<file path="src/rtl/adder_pipe_arbiter_if.sv">
// Requester, result and shared-adder signals of adder_pipe_arbiter grouped as one bundle.
// slave = arbiter side, master = requesters, result sinks and adder model.
interface adder_pipe_arbiter_if #(
  parameter int WIDTH = 32
);
  logic             req0_valid;
  logic             req0_ready;
  logic [WIDTH-1:0] req0_a;
  logic [WIDTH-1:0] req0_b;
  logic             req1_valid;
  logic             req1_ready;
  logic [WIDTH-1:0] req1_a;
  logic [WIDTH-1:0] req1_b;

  logic             res0_valid;
  logic [WIDTH:0]   res0_sum;
  logic             res1_valid;
  logic [WIDTH:0]   res1_sum;

  logic [WIDTH-1:0] add_a;
  logic [WIDTH-1:0] add_b;
  logic [WIDTH-1:0] add_s;
  logic             add_cout;

  logic             busy;

  modport slave (
    input  req0_valid, req0_a, req0_b,
    input  req1_valid, req1_a, req1_b,
    input  add_s, add_cout,
    output req0_ready, req1_ready,
    output res0_valid, res0_sum, res1_valid, res1_sum,
    output add_a, add_b, busy
  );

  modport master (
    output req0_valid, req0_a, req0_b,
    output req1_valid, req1_a, req1_b,
    output add_s, add_cout,
    input  req0_ready, req1_ready,
    input  res0_valid, res0_sum, res1_valid, res1_sum,
    input  add_a, add_b, busy
  );
endinterface

</file>
<file path="src/rtl/adder_pipe_arbiter.sv">
// Two-requester arbiter for a shared LATENCY-deep adder; round-robin ties, ADDER_ARB_FIXED_PRIO_EN gives req0 fixed priority.
// Handshake to resN_valid is LATENCY+1 edges, one op/cycle; ready is combinational from grant, results have no backpressure.
module adder_pipe_arbiter #(
  parameter int WIDTH   = 32,
  parameter int LATENCY = 5
) (
  input  logic                 clk,
  input  logic                 rst_n,
  adder_pipe_arbiter_if.slave  io
);

  typedef struct packed {
    logic vld;
    logic id;
  } tag_t;

  logic             gnt0;
  logic             gnt1;
  logic             hs;

  logic [WIDTH-1:0] add_a_q, add_a_d;
  logic [WIDTH-1:0] add_b_q, add_b_d;

  tag_t             tag_q [LATENCY];
  tag_t             tag_d [LATENCY];
  tag_t             tag_x_q, tag_x_d;

  logic             res0_valid_q, res0_valid_d;
  logic             res1_valid_q, res1_valid_d;
  logic [WIDTH:0]   res0_sum_q, res0_sum_d;
  logic [WIDTH:0]   res1_sum_q, res1_sum_d;

  logic             busy;

`ifndef ADDER_ARB_FIXED_PRIO_EN
  logic             last1_q, last1_d;
`endif

  always_comb begin
    gnt0 = 1'b0;
    gnt1 = 1'b0;
`ifdef ADDER_ARB_FIXED_PRIO_EN
    gnt0 = io.req0_valid;
    gnt1 = io.req1_valid & ~io.req0_valid;
`else
    // On a tie the requester that did not win last time gets the grant.
    gnt0 = io.req0_valid & (~io.req1_valid | last1_q);
    gnt1 = io.req1_valid & (~io.req0_valid | ~last1_q);
`endif
  end

  assign io.req0_ready = gnt0 & rst_n;
  assign io.req1_ready = gnt1 & rst_n;
  assign hs            = io.req0_ready | io.req1_ready;

`ifndef ADDER_ARB_FIXED_PRIO_EN
  always_comb begin
    last1_d = last1_q;
    if (hs) last1_d = io.req1_ready;
  end
`endif

  always_comb begin
    add_a_d = add_a_q;
    add_b_d = add_b_q;
    if (io.req0_ready) begin
      add_a_d = io.req0_a;
      add_b_d = io.req0_b;
    end else if (io.req1_ready) begin
      add_a_d = io.req1_a;
      add_b_d = io.req1_b;
    end
  end

  // The extra exit slot lines the tag up with the adder output one edge
  // after the operands have spent LATENCY edges inside the adder.
  always_comb begin
    tag_d[0].vld = hs;
    tag_d[0].id  = io.req1_ready;
    for (int i = 1; i < LATENCY; i++) begin
      tag_d[i] = tag_q[i-1];
    end
    tag_x_d = tag_q[LATENCY-1];
  end

  always_comb begin
    res0_valid_d = tag_x_q.vld & ~tag_x_q.id;
    res1_valid_d = tag_x_q.vld &  tag_x_q.id;
    res0_sum_d   = res0_sum_q;
    res1_sum_d   = res1_sum_q;
    if (res0_valid_d) res0_sum_d = {io.add_cout, io.add_s};
    if (res1_valid_d) res1_sum_d = {io.add_cout, io.add_s};
  end

  always_comb begin
    busy = tag_x_q.vld | res0_valid_q | res1_valid_q;
    for (int i = 0; i < LATENCY; i++) begin
      busy = busy | tag_q[i].vld;
    end
  end

  always_ff @(posedge clk or negedge rst_n) begin
    if (!rst_n) begin
      add_a_q      <= '0;
      add_b_q      <= '0;
      tag_x_q      <= '0;
      res0_valid_q <= 1'b0;
      res1_valid_q <= 1'b0;
      res0_sum_q   <= '0;
      res1_sum_q   <= '0;
      for (int i = 0; i < LATENCY; i++) begin
        tag_q[i] <= '0;
      end
    end else begin
      add_a_q      <= add_a_d;
      add_b_q      <= add_b_d;
      tag_x_q      <= tag_x_d;
      res0_valid_q <= res0_valid_d;
      res1_valid_q <= res1_valid_d;
      res0_sum_q   <= res0_sum_d;
      res1_sum_q   <= res1_sum_d;
      for (int i = 0; i < LATENCY; i++) begin
        tag_q[i] <= tag_d[i];
      end
    end
  end

`ifndef ADDER_ARB_FIXED_PRIO_EN
  // Reset points at requester 1 so requester 0 wins the first tie.
  always_ff @(posedge clk or negedge rst_n) begin
    if (!rst_n) last1_q <= 1'b1;
    else        last1_q <= last1_d;
  end
`endif

  assign io.add_a      = add_a_q;
  assign io.add_b      = add_b_q;
  assign io.res0_valid = res0_valid_q;
  assign io.res1_valid = res1_valid_q;
  assign io.res0_sum   = res0_sum_q;
  assign io.res1_sum   = res1_sum_q;
  assign io.busy       = busy;

endmodule

</file>
<file path="src/flat_wrapper.sv">
// flat-port wrapper written by rule: the top's interface ports become plain ports
module adder_pipe_arbiter_flat 
#(
  parameter int WIDTH   = 32,
  parameter int LATENCY = 5
)
  (clk, rst_n, io_req0_valid, io_req0_a, io_req0_b, io_req1_valid, io_req1_a, io_req1_b, io_add_s, io_add_cout, io_req0_ready, io_req1_ready, io_res0_valid, io_res0_sum, io_res1_valid, io_res1_sum, io_add_a, io_add_b, io_busy);
  adder_pipe_arbiter_if #(.WIDTH(WIDTH)) io_i ();
  input  logic clk;
  input  logic rst_n;
  input wire logic [$bits(io_i.req0_valid)-1:0] io_req0_valid;
  input wire logic [$bits(io_i.req0_a)-1:0] io_req0_a;
  input wire logic [$bits(io_i.req0_b)-1:0] io_req0_b;
  input wire logic [$bits(io_i.req1_valid)-1:0] io_req1_valid;
  input wire logic [$bits(io_i.req1_a)-1:0] io_req1_a;
  input wire logic [$bits(io_i.req1_b)-1:0] io_req1_b;
  input wire logic [$bits(io_i.add_s)-1:0] io_add_s;
  input wire logic [$bits(io_i.add_cout)-1:0] io_add_cout;
  output wire logic [$bits(io_i.req0_ready)-1:0] io_req0_ready;
  output wire logic [$bits(io_i.req1_ready)-1:0] io_req1_ready;
  output wire logic [$bits(io_i.res0_valid)-1:0] io_res0_valid;
  output wire logic [$bits(io_i.res0_sum)-1:0] io_res0_sum;
  output wire logic [$bits(io_i.res1_valid)-1:0] io_res1_valid;
  output wire logic [$bits(io_i.res1_sum)-1:0] io_res1_sum;
  output wire logic [$bits(io_i.add_a)-1:0] io_add_a;
  output wire logic [$bits(io_i.add_b)-1:0] io_add_b;
  output wire logic [$bits(io_i.busy)-1:0] io_busy;
  assign io_i.req0_valid = io_req0_valid;
  assign io_i.req0_a = io_req0_a;
  assign io_i.req0_b = io_req0_b;
  assign io_i.req1_valid = io_req1_valid;
  assign io_i.req1_a = io_req1_a;
  assign io_i.req1_b = io_req1_b;
  assign io_i.add_s = io_add_s;
  assign io_i.add_cout = io_add_cout;
  assign io_req0_ready = io_i.req0_ready;
  assign io_req1_ready = io_i.req1_ready;
  assign io_res0_valid = io_i.res0_valid;
  assign io_res0_sum = io_i.res0_sum;
  assign io_res1_valid = io_i.res1_valid;
  assign io_res1_sum = io_i.res1_sum;
  assign io_add_a = io_i.add_a;
  assign io_add_b = io_i.add_b;
  assign io_busy = io_i.busy;
  adder_pipe_arbiter #(.WIDTH(WIDTH), .LATENCY(LATENCY)) u_core (.clk(clk), .rst_n(rst_n), .io(io_i));
endmodule
</file>
<file path="config.mk">
export PLATFORM = sky130hd
export DESIGN_NAME = adder_pipe_arbiter_flat
export DESIGN_NICKNAME = d
export VERILOG_FILES = /design/src/rtl/adder_pipe_arbiter_if.sv /design/src/rtl/adder_pipe_arbiter.sv /design/src/flat_wrapper.sv
export SDC_FILE = /design/constraint.sdc
export NUM_CORES = 1
export LEC_CHECK = 0
export ABC_CLOCK_PERIOD_IN_PS = 1500
export CORE_MARGIN = 5
export CORE_UTILIZATION = 41
export DETAILED_ROUTE_END_ITERATION = 16
export GPL_TIMING_DRIVEN = 0
export PLACE_DENSITY_LB_ADDON = 0.08
export SKIP_LAST_GASP = 1
export SYNTH_ARGS = -nofsm -noshare
export SYNTH_HDL_FRONTEND = slang
export SYNTH_SLANG_ARGS = --single-unit
</file>
<file path="constraint.sdc">
create_clock -name clk -period 1.5 [get_ports clk]
set_input_delay 0.3 -clock clk [delete_from_list [all_inputs] [get_ports clk]]
set_output_delay 0.3 -clock clk [all_outputs]
set_load 0.05 [all_outputs]
</file>
Yosys cells after proc, flatten, opt, wreduce, memory -nomap -nowiden
Cells that the tools add are included.

cells by class
  shift operators = 0
  reductions and logical operators = 1
  multipliers = 0
  equality and inequality tests = 0
  magnitude comparators = 0
  $add $sub $neg = 0
  bitwise logic cells = 20
  div/mod/pow operators = 0
  multiplexer cells = 4

operators by type and width
  cell                number
  $mux W32            4
  $or A1 B1 Y1        10
  $and A1 B1 Y1       6
  $not A1 Y1          4
  $reduce_bool A2 Y1  1

storage, ports and cells
  bits of input ports = 165
  bits in writable memories = 0
  memories kept = 0
  bits in latches = 0
  bits in registers = 145
  bits in read-only memories = 0
  output and inout port bits = 135

Depth between registers and ports, before layout
Gate-level depths: netlist (run 1).

  depth after elaboration = 7
  depth in mapped cells = 5
  mapped depth without buffers = 3

Least setup slack after synthesis (run 1)
Ideal clock, no wire load.

  path type = reg2out
  from = register u_core.last1_q
  to = output port io_req0_ready
  arrival time = 1.436 ns
  path slack = -0.236 ns
  data required time = 1.200 ns
  cell stages (with the launch flop) = 4
  cells stage by stage = dfstp_2 nor2b_2 clkbuf_1 nor2_1

on the way
  word-level cells in the longest chain between the ends = 3

RTL lines
  element                 line                       source
  from (decl)             adder_pipe_arbiter.sv:36   logic last1_q, last1_d;
  from (signal assigned)  adder_pipe_arbiter.sv:132  else last1_q <= last1_d;
  $or A1 B1 Y1            adder_pipe_arbiter.sv:47   gnt0 = io.req0_valid & (~io.req1_valid | last1_q);
  $and A1 B1 Y1           adder_pipe_arbiter.sv:47
  $and A1 B1 Y1           adder_pipe_arbiter.sv:52   assign io.req0_ready = gnt0 & rst_n;
  to (decl)               flat_wrapper.sv:19         output wire logic [$bits(io_i.req0_ready)-1:0] io_req0_ready;

No other way between the ends.

Worst setup path in the final report (run 1)
Ends and elaborated chain as after synthesis.

==> metrics.cfg, run 1 <==
[status]
status=complete, but fails checks
violations=setup timing

[clock_network]
path_clk_slew_ns=0.06
cts_root_buf=clkbuf_16
numCtsBuffers=17
h-tree-depth=4
clock_latency_ns=0.42
cts_tree=done
clk_path_buf_depth=2
cts.sinks=145

[routing]
met3WireLength_um=1740
routed_wl_um=21000
vias=5561
ant_nets=0
routed.top_layer=met4
met1_length_um=8140
wl_met2_um=10400
drt_iter0_markers=215
wl_per_cell_um=19.8
routed_via_density=5.23
first_pass_iters=4
drcViolationCount=0

[power]
power_density_nw_per_um2=1400
peakVddDrop_mv=0.796
power.leakage_nw=4.31

[critical_path]
critPathCaptureType=primary output
worst-path-buf-inv=2
critPathTopFamily=flip-flops
critPathKind=reg2out
cpPeakStageDelay_ns=0.55
critPathLaunchType=flop
path_max_fanout=3
crit_required_ns=1.20
worstPathArrival_ns=1.39
crit_path_top_delay_cell=dfstp_2
rrSetupSlack_ns=0
crit_chain=nor2b_2, clkbuf_8, nor2_4, buf_6

[timing]
final.period_utilization_pct=112
setup_ws_ns=-0.186
rsz0062_at_grt=yes
worstMarginPinSlew_ns=1.03
clock.fmax_ghz=0.593
clock_skew_ns=0.00576
hold_violations=0
max-slew-margin-rel_pct=31.2
finalCriticalPeriod_ns=1.69
finalSetupViolCount=3
drv_slew=0

[die]
die_x_um=134
ioPinCount=300
fp.dieArea_um2=17900
initial_core_util_pct=41.6
die_y_um=134
row_count=45
core_um2=15100

[cells_and_area]
most-common-layout-cells=162 x clkdlybuf4s50_1, 144 x dfrtp_1, 114 x clkdlybuf4s15_2, 64 x nor2_1, 62 x a31oi_1
final_common_cell=clkdlybuf4s50_1
drive_gt1_share_pct=30.6
nets=1028
syn_to_final_growth_pct=67.1
design_area_um2=10500
antenna_cells=0

[flow_run]
drv_cap=0

[global_routing]
grt.overflow.total=0
grt_usage_pct=23.5
grt_max_degree=49
antenna_found_initial=0
grt_pass1_wl_um=32900
grt_pass1_vias=6014

[place]
gp_congestion=0.869
io_buffers=299
dp_hpwl_um=15300
placed_cell_area_um2=9560
dp_slack_ns=-1.60

[logic_synthesis]
synth-seq-cells=145
syn_inst=532
ys_types=26
ys_seq_area_share_pct=57.7
synth_edf_count=0
synth_async_sr_flop_share_pct=100
synth_ff_type=dfrtp_1
synth_nets=697
syn-cell-area_um2=6290
synth_area_per_cell_um2=11.8
ys.warnings.count=0

[hold_path]
hold_class=in2reg

## synth_stat cells (2+ instances only)
library cell  count  area, um2
a31oi_1          63        394
buf_12            4       80.1
buf_2            23        115
buf_4            12       90.1
buf_6             4       45.0
buf_8             2       30.0
clkbuf_1          4       15.0
dfrtp_1         144       3600
mux2_1           58        653
mux2_2            8       90.1
nand2_1           5       18.8
nand3_1          29        145
nand3_2          35        350
nor2_1           65        244
nor4_1            2       12.5
o21ai_0           6       30.0
o21ai_1          59        295
## metal layers
metal,global-route usage [%],vias up
met5,0,-
li1,-,2566
met2,39.9,262
met1,27.5,2683
met3,7.88,50
met4,9.37,0
## through the flow
step / util, % / hold WS (ns) / cells / power (W) / setup TNS, ns
finish: 69.4 / 0.219 / 1063 / 0.0147 / -0.465
global route: 69.4 / 0.231 / 1063 / 0.0152 / -2.10
CTS: 69.6 / 0.263 / 1061 / 0.0148 / -0.521
detailed placement: 63.1 / 0.293 / 1020 / 0.0105 / -52.30
global placement: 62.9 / 0.334 / 1019 / 0.0104 / -1205.80
floorplan: - / 0.00441 / 532 / 0.00828 / 0
## worst paths after layout
| path | from | to | cells past startpoint |
|---|---|---|---|
| max | u_core.last1_q | io_req0_ready | 4 |
| min | io_req0_valid | u_core.tag_d[6] | 2 |
| max reg2reg | u_core.last1_q | u_core.io.add_b[17] | 6 |
| min reg2reg | u_core.tag_d[0] | u_core.tag_q[0] | 0 |
| max in group asynchronous | rst_n | u_core.io.add_b[12] | 3 |
| min in group asynchronous | rst_n | u_core.io.add_b[15] | 3 |
## logic make-up (layout without fill, tap and decap cells)
family | count (synthesis) | count (layout) | synth area share (%)
flops | 145 | 145 | 57.7
simple gates | 140 | 140 | 12.7
mux | 66 | 66 | 11.8
compound gates | 131 | 131 | 11.8
buf+inv | 50 | 393 | 6.02
## cell type report
class / instances / area [um2]
Inverter: 1 / 3.75
Sequential cell: 145 / 3630
Clock buffer: 23 / 478
Buffer: 48 / 398
Timing Repair Buffer: 313 / 3340
Tap cell: 188 / 235
Fill cell: 1173 / 4630
Multi-Input combinational cell: 337 / 2310
Clock inverter: 8 / 128
## power by group
part           switching, W  internal (W)
sequential         0.000361       0.00458
clock               0.00160       0.00275
combinational       0.00350       0.00189
total               0.00546       0.00921
## timing repair
action                                 in CTS  in global routing
endpoints found under the hold margin      72                  0
buffers inserted                            1                  2
setup endpoints to repair                 201                 46
gates cloned                                3                  0
hold buffers                                7                  0
pin swaps                                   1                  3
resized for setup                         428                 35
## registers in the layout (all words and copies together) (netlist names)
register              count
u_core.io.add_a          32
u_core.io.add_b          32
u_core.io.res0_sum       33
u_core.io.res0_valid      1
u_core.io.res1_sum       33
u_core.io.res1_valid      1
u_core.last1_q            1
u_core.tag_d              8
u_core.tag_q              2
u_core.tag_x_q            2
(Power assumes the default switching activity.)
==> run 2, diff against run 1 <==
--- a/config.mk
+++ b/config.mk
@@ -11,6 +11,7 @@
 export DETAILED_ROUTE_END_ITERATION = 16
 export GPL_TIMING_DRIVEN = 0
 export PLACE_DENSITY_LB_ADDON = 0.08
+export SKIP_CTS_REPAIR_TIMING = 1
 export SKIP_LAST_GASP = 1
 export SYNTH_ARGS = -nofsm -noshare
 export SYNTH_HDL_FRONTEND = slang
==> metrics.cfg, run 2 (synthesis gave the netlist of run 1 again) <==
[status]
status=complete, but fails checks  ; unchanged
violations=setup timing  ; unchanged

[timing]
clock_skew_ns=0.00529  ; was 0.00576 ns
finalSetupViolCount=3  ; unchanged
clock.fmax_ghz=0.554  ; was 0.593 GHz
hold_violations=0  ; unchanged
rsz0062_at_grt=yes  ; unchanged
setup_ws_ns=-0.306  ; was -0.186 ns
finalCriticalPeriod_ns=1.81  ; was 1.69 ns
drv_slew=0  ; unchanged
final.period_utilization_pct=120  ; was 112%
worstMarginPinSlew_ns=0.609  ; was 1.03 ns
finalSetupTns_ns=-0.498  ; was -0.465 ns
max-slew-margin-rel_pct=59.3  ; was 31.2%

[critical_path]
r2r-end=u_core.io.res1_sum[19]  ; was u_core.io.add_b[17]
r2r_start=u_core.tag_x_q[1]  ; was u_core.last1_q
rrSetupSlack_ns=0.03  ; was 0 ns
worstPathArrival_ns=1.51  ; was 1.39 ns
crit_required_ns=1.20  ; about the same
worst-path-buf-inv=2  ; unchanged
crit_chain=nor2b_2, buf_2, nor2_4, buf_6  ; was nor2b_2, clkbuf_8, nor2_4, buf_6
path_max_fanout=10  ; was 3
critPathCaptureType=primary output  ; unchanged
cpPeakStageDelay_ns=0.58  ; was 0.55 ns
critPathTopFamily=flip-flops  ; unchanged
critPathLaunchType=flop  ; unchanged
crit_path_top_delay_cell=dfstp_2  ; unchanged
reg2reg_depth=4  ; was 6
critPathKind=reg2out  ; unchanged

[cells_and_area]
antenna_cells=0  ; unchanged
final_cell_count_no_fill=1061  ; was 1063
nFillCells=1256  ; was 1173
final_common_cell=clkdlybuf4s50_1  ; unchanged
regArea_um2=3630  ; unchanged
multiInputGateArea_um2=2320  ; was 2310 um2
nets=1026  ; was 1028
most-common-layout-cells=161 x clkdlybuf4s50_1, 144 x dfrtp_1, 129 x clkbuf_2, 64 x nor2_1, 63 x a31oi_1  ; was 162 x clkdlybuf4s50_1, 144 x dfrtp_1, 114 x clkdlybuf4s15_2, 64 x nor2_1, 62 x a31oi_1
syn_to_final_growth_pct=55.3  ; was 67.1%
drive_gt1_share_pct=30.6  ; about the same

[power]
power_density_nw_per_um2=1460  ; was 1400 nW/um2
power.leakage_nw=4.24  ; was 4.31 nW
peakVddDrop_mv=0.777  ; was 0.796 mV

[hold_path]
min_to=u_core.tag_d[6]  ; unchanged
hold_class=in2reg  ; unchanged
holdCritStartpoint=io_req0_valid  ; unchanged
hold_depth=2  ; unchanged

[routing]
routed_wl_um=21000  ; about the same
first_pass_iters=5  ; was 4
routed_via_density=5.29  ; was 5.23
vias=5613  ; was 5561
ant_nets=0  ; unchanged
drcViolationCount=0  ; unchanged
wl_per_cell_um=19.8  ; about the same
drt_iter0_markers=213  ; was 215

[global_routing]
antenna_found_initial=0  ; unchanged
grt.overflow.total=0  ; unchanged
grt_usage_pct=22.4  ; was 23.5%
grt.busiest_layer=met2  ; unchanged
grt_pass1_vias=5914  ; was 6014
grt_max_degree=98  ; was 49
grt_pass1_wl_um=31600  ; was 32900 um
use_met1_pct=25.8  ; was 27.5%
grt_use_met2_pct=38.0  ; was 39.9%
met3_usage_pct=7.84  ; was 7.88%

[clock_network]
clock_latency_ns=0.41  ; was 0.42 ns
clk_path_buf_depth=2  ; unchanged
cts_root_buf=clkbuf_16  ; unchanged
numCtsBuffers=17  ; unchanged
cts.sinks=145  ; unchanged
h-tree-depth=4  ; unchanged
path_clk_slew_ns=0.06  ; about the same
cts_tree=done  ; unchanged

[place]
io_buffers=299  ; unchanged
dp_hpwl_um=15300  ; unchanged
gp_congestion=0.869  ; unchanged
dp_cells=1020  ; unchanged
dp_slack_ns=-1.60  ; unchanged

[die]
die_x_um=134  ; unchanged
core_um2=15100  ; unchanged
fp.dieArea_um2=17900  ; unchanged
die_y_um=134  ; unchanged
ioPinCount=300  ; unchanged
initial_core_util_pct=41.6  ; unchanged
row_count=45  ; unchanged

[flow_run]
drv_cap=0  ; unchanged

-- run 2: cell count changes in the layout (fill, tap and decap cells not counted), sizes merged --
cell and delta:
buf -11, bufbuf -3, clkbuf +131, clkdlybuf4s15 -114
clkdlybuf4s18 -6, clkdlybuf4s50 -1, dlygate4sd3 -1, dlymetal6s2s +4
dlymetal6s4s -1
-- run 2: power by group --
group	switching, W	internal (W)	leakage [nW]
registers	0.000365	0.00458	1.67
clock network	0.00159	0.00275	0.290
logic	0.00350	0.00147	2.27
-- run 2: worst reg2reg max path, cell delays in order (launching register included) --
cell and delay, ns:
dfrtp_1 0.40, buf_4 0.14, nand2_2 0.13, buf_2 0.29
mux2_1 0.38
-- run 2: worst max-delay path by stage --
stage	startpoint	end	slack, ns	cells after the start
final	u_core.last1_q	io_req0_ready	-0.31	4
after global routing	u_core.last1_q	io_req0_ready	-0.37	4
after CTS	rst_n	io_req0_ready	-1.61	7
after detailed placement	rst_n	io_req0_ready	-1.60	7
after global placement	rst_n	io_req0_ready	-6.51	6
after floorplan	u_core.last1_q	io_req1_ready	0.02	1
-- run 2: per-layer routing --
layer,routed length (um),up-vias
met1,8070,2725
met3,1870,48
met2,10300,276
met5,0,-
met4,731,0
li1,-,2564
-- run 2: cell type report --
class | count | share of cell area [%]
flip-flops and latches | 145 | 37.1
multi-input cells | 337 | 23.7
clock inverters | 8 | 1.31
inverters | 1 | 0.0384
plain buffers | 49 | 4.04
repair buffers | 310 | 26.5
clock buffers | 23 | 4.89
well taps | 188 | 2.41
-- run 2: through the flow --
| stage | hold slack (ns) | total power (W) | utilization [%] | area, um2 |
|---|---|---|---|---|
| finish | 0.186 | 0.0143 | 64.5 | 9780 |
| global placement | 0.334 | 0.0104 | 62.9 | 9530 |
| detailed placement | 0.293 | 0.0105 | 63.1 | 9560 |
| global route | 0.203 | 0.0148 | 64.5 | 9780 |
| floorplan | 0.00441 | 0.00828 | - | 6300 |
| CTS | -0.153 | 0.0149 | 67.1 | 10200 |
==> run 3, diff against run 2 <==
--- a/config.mk
+++ b/config.mk
@@ -10,6 +10,7 @@
 export CORE_UTILIZATION = 41
 export DETAILED_ROUTE_END_ITERATION = 16
 export GPL_TIMING_DRIVEN = 0
+export MAX_ROUTING_LAYER = met4
 export PLACE_DENSITY_LB_ADDON = 0.08
 export SKIP_CTS_REPAIR_TIMING = 1
 export SKIP_LAST_GASP = 1
==> metrics.cfg, run 3 (synthesis gave the netlist of run 1 again) <==
[status]
status=complete, but fails checks  ; unchanged
violations=setup timing  ; unchanged

[critical_path]
crit_chain=nor2b_2, buf_2, nor2_4, buf_6  ; unchanged
cpPeakStageDelay_ns=0.57  ; was 0.58 ns
reg2reg_depth=4  ; unchanged
critPathCaptureType=primary output  ; unchanged
critPathKind=reg2out  ; unchanged
rrSetupSlack_ns=0.08  ; was 0.03 ns
crit_path_top_delay_cell=dfstp_2  ; unchanged
crit_required_ns=1.20  ; about the same
r2r-end=u_core.io.res1_sum[19]  ; unchanged
worstPathArrival_ns=1.50  ; was 1.51 ns
path_max_fanout=10  ; unchanged
r2r_start=u_core.tag_x_q[1]  ; unchanged
critPathLaunchType=flop  ; unchanged

[timing]
max-slew-margin-rel_pct=57.6  ; was 59.3%
rsz0062_at_grt=yes  ; unchanged
finalCriticalPeriod_ns=1.80  ; was 1.81 ns
hold_violations=0  ; unchanged
worstMarginPinSlew_ns=0.634  ; was 0.609 ns
clock.fmax_ghz=0.556  ; was 0.554 GHz
final.period_utilization_pct=120  ; about the same
finalSetupViolCount=3  ; unchanged
setup_ws_ns=-0.300  ; was -0.306 ns
clock_skew_ns=0.00697  ; was 0.00529 ns
drv_slew=0  ; unchanged

[routing]
ant_nets=0  ; unchanged
drt_iter0_markers=251  ; was 213
drcViolationCount=0  ; unchanged
routed_via_density=5.23  ; was 5.29
first_pass_iters=4  ; was 5
routed_wl_um=20900  ; was 21000 um
wl_per_cell_um=19.6  ; was 19.8 um
vias=5568  ; was 5613

[global_routing]
grt.overflow.total=0  ; unchanged
grt_usage_pct=23.1  ; was 22.4%
antenna_found_initial=1  ; was 0
grt_max_degree=98  ; unchanged
grt_pass1_wl_um=31600  ; about the same
grt_pass1_vias=5947  ; was 5914

[cells_and_area]
nFillCells=1252  ; was 1256
multiInputGateArea_um2=2320  ; unchanged
final_common_cell=clkdlybuf4s50_1  ; unchanged
regArea_um2=3630  ; unchanged
drive_gt1_share_pct=30.7  ; was 30.6%
syn_to_final_growth_pct=55.8  ; was 55.3%
most-common-layout-cells=161 x clkdlybuf4s50_1, 144 x dfrtp_1, 129 x clkbuf_2, 64 x nor2_1, 63 x a31oi_1  ; unchanged
nets=1028  ; was 1026

[power]
peakVddDrop_mv=0.761  ; was 0.777 mV
p_total_w=0.0143  ; about the same
power_density_nw_per_um2=1450  ; was 1460 nW/um2
power.leakage_nw=4.26  ; was 4.24 nW

[place]
gp_congestion=0.883  ; was 0.869
io_buffers=299  ; unchanged
dp_slack_ns=-1.60  ; unchanged
dp_hpwl_um=15300  ; unchanged

[clock_network]
numCtsBuffers=17  ; unchanged
clock_latency_ns=0.41  ; about the same
cts_tree=done  ; unchanged
cts.sinks=145  ; unchanged
cts_root_buf=clkbuf_16  ; unchanged
h-tree-depth=4  ; unchanged
clk_path_buf_depth=2  ; unchanged
path_clk_slew_ns=0.06  ; about the same

[die]
initial_core_util_pct=41.6  ; unchanged
row_count=45  ; unchanged
fp.dieArea_um2=17900  ; unchanged
die_y_um=134  ; unchanged
ioPinCount=300  ; unchanged
core_um2=15100  ; unchanged
die_x_um=134  ; unchanged

[hold_path]
min_to=u_core.tag_d[6]  ; unchanged
hold_depth=2  ; unchanged
holdCritStartpoint=io_req0_valid  ; unchanged
hold_class=in2reg  ; unchanged

[flow_run]
drv_cap=0  ; unchanged

run 3: area by class of cell:
| class | instances | share of cell area [%] |
|---|---|---|
| antenna | 1 | 0.0255 |
| clock inverter | 8 | 1.30 |
| inverter | 1 | 0.0383 |
| tap | 188 | 2.40 |
| timing repair buffer | 312 | 26.7 |
| buffer | 49 | 4.01 |
| multi-input combinational | 337 | 23.7 |
| sequential | 145 | 37.0 |
| clock buffer | 23 | 4.87 |
run 3: metrics by stage:
| stage | area (um2) | TNS [ns] | hold WS (ns) | instances | utilization, % |
|---|---|---|---|---|---|
| global route | 9810 | -0.674 | 0.203 | 1064 | 64.8 |
| global placement | 9530 | -1205.80 | 0.334 | 1019 | 62.9 |
| finish | 9810 | -0.479 | 0.194 | 1064 | 64.8 |
| detailed placement | 9560 | -52.30 | 0.293 | 1020 | 63.1 |
| CTS | 10200 | -75.94 | -0.153 | 1051 | 67.1 |
| floorplan | 6300 | 0 | 0.00441 | 532 | - |
run 3: critical path, delay by kind of cell, from the launching register on:
kind / cells / cell delay (ns)
buffers and inverters: 2 / 0.36
flip-flops: 1 / 0.57
AND/OR/NAND/NOR: 2 / 0.16
run 3: worst max path at each step:
| stage | start | endpoint | slack [ns] | depth (start not counted) |
|---|---|---|---|---|
| finish | u_core.last1_q | io_req0_ready | -0.30 | 4 |
| global route | u_core.last1_q | io_req0_ready | -0.37 | 4 |
| CTS | rst_n | io_req0_ready | -1.61 | 7 |
| detailed placement | rst_n | io_req0_ready | -1.60 | 7 |
| global placement | rst_n | io_req0_ready | -6.51 | 6 |
| floorplan | u_core.last1_q | io_req1_ready | 0.02 | 1 |
run 3: routing by layer:
| metal | routed length [um] | GRT usage, % | vias up |
|---|---|---|---|
| li1 | - | - | 2575 |
| met1 | 8100 | 25.9 | 2685 |
| met2 | 10200 | 37.8 | 256 |
| met3 | 1780 | 7.43 | 52 |
| met4 | 760 | 10.2 | 0 |
| met5 | 0 | - | - |
run 3: power breakdown:
part	internal [W]	switching (W)	leakage [nW]	total, W
registers	0.00458	0.000364	1.67	0.00495
clock network	0.00275	0.00159	0.290	0.00433
logic	0.00148	0.00350	2.29	0.00499
total	0.00881	0.00545	4.26	0.0143
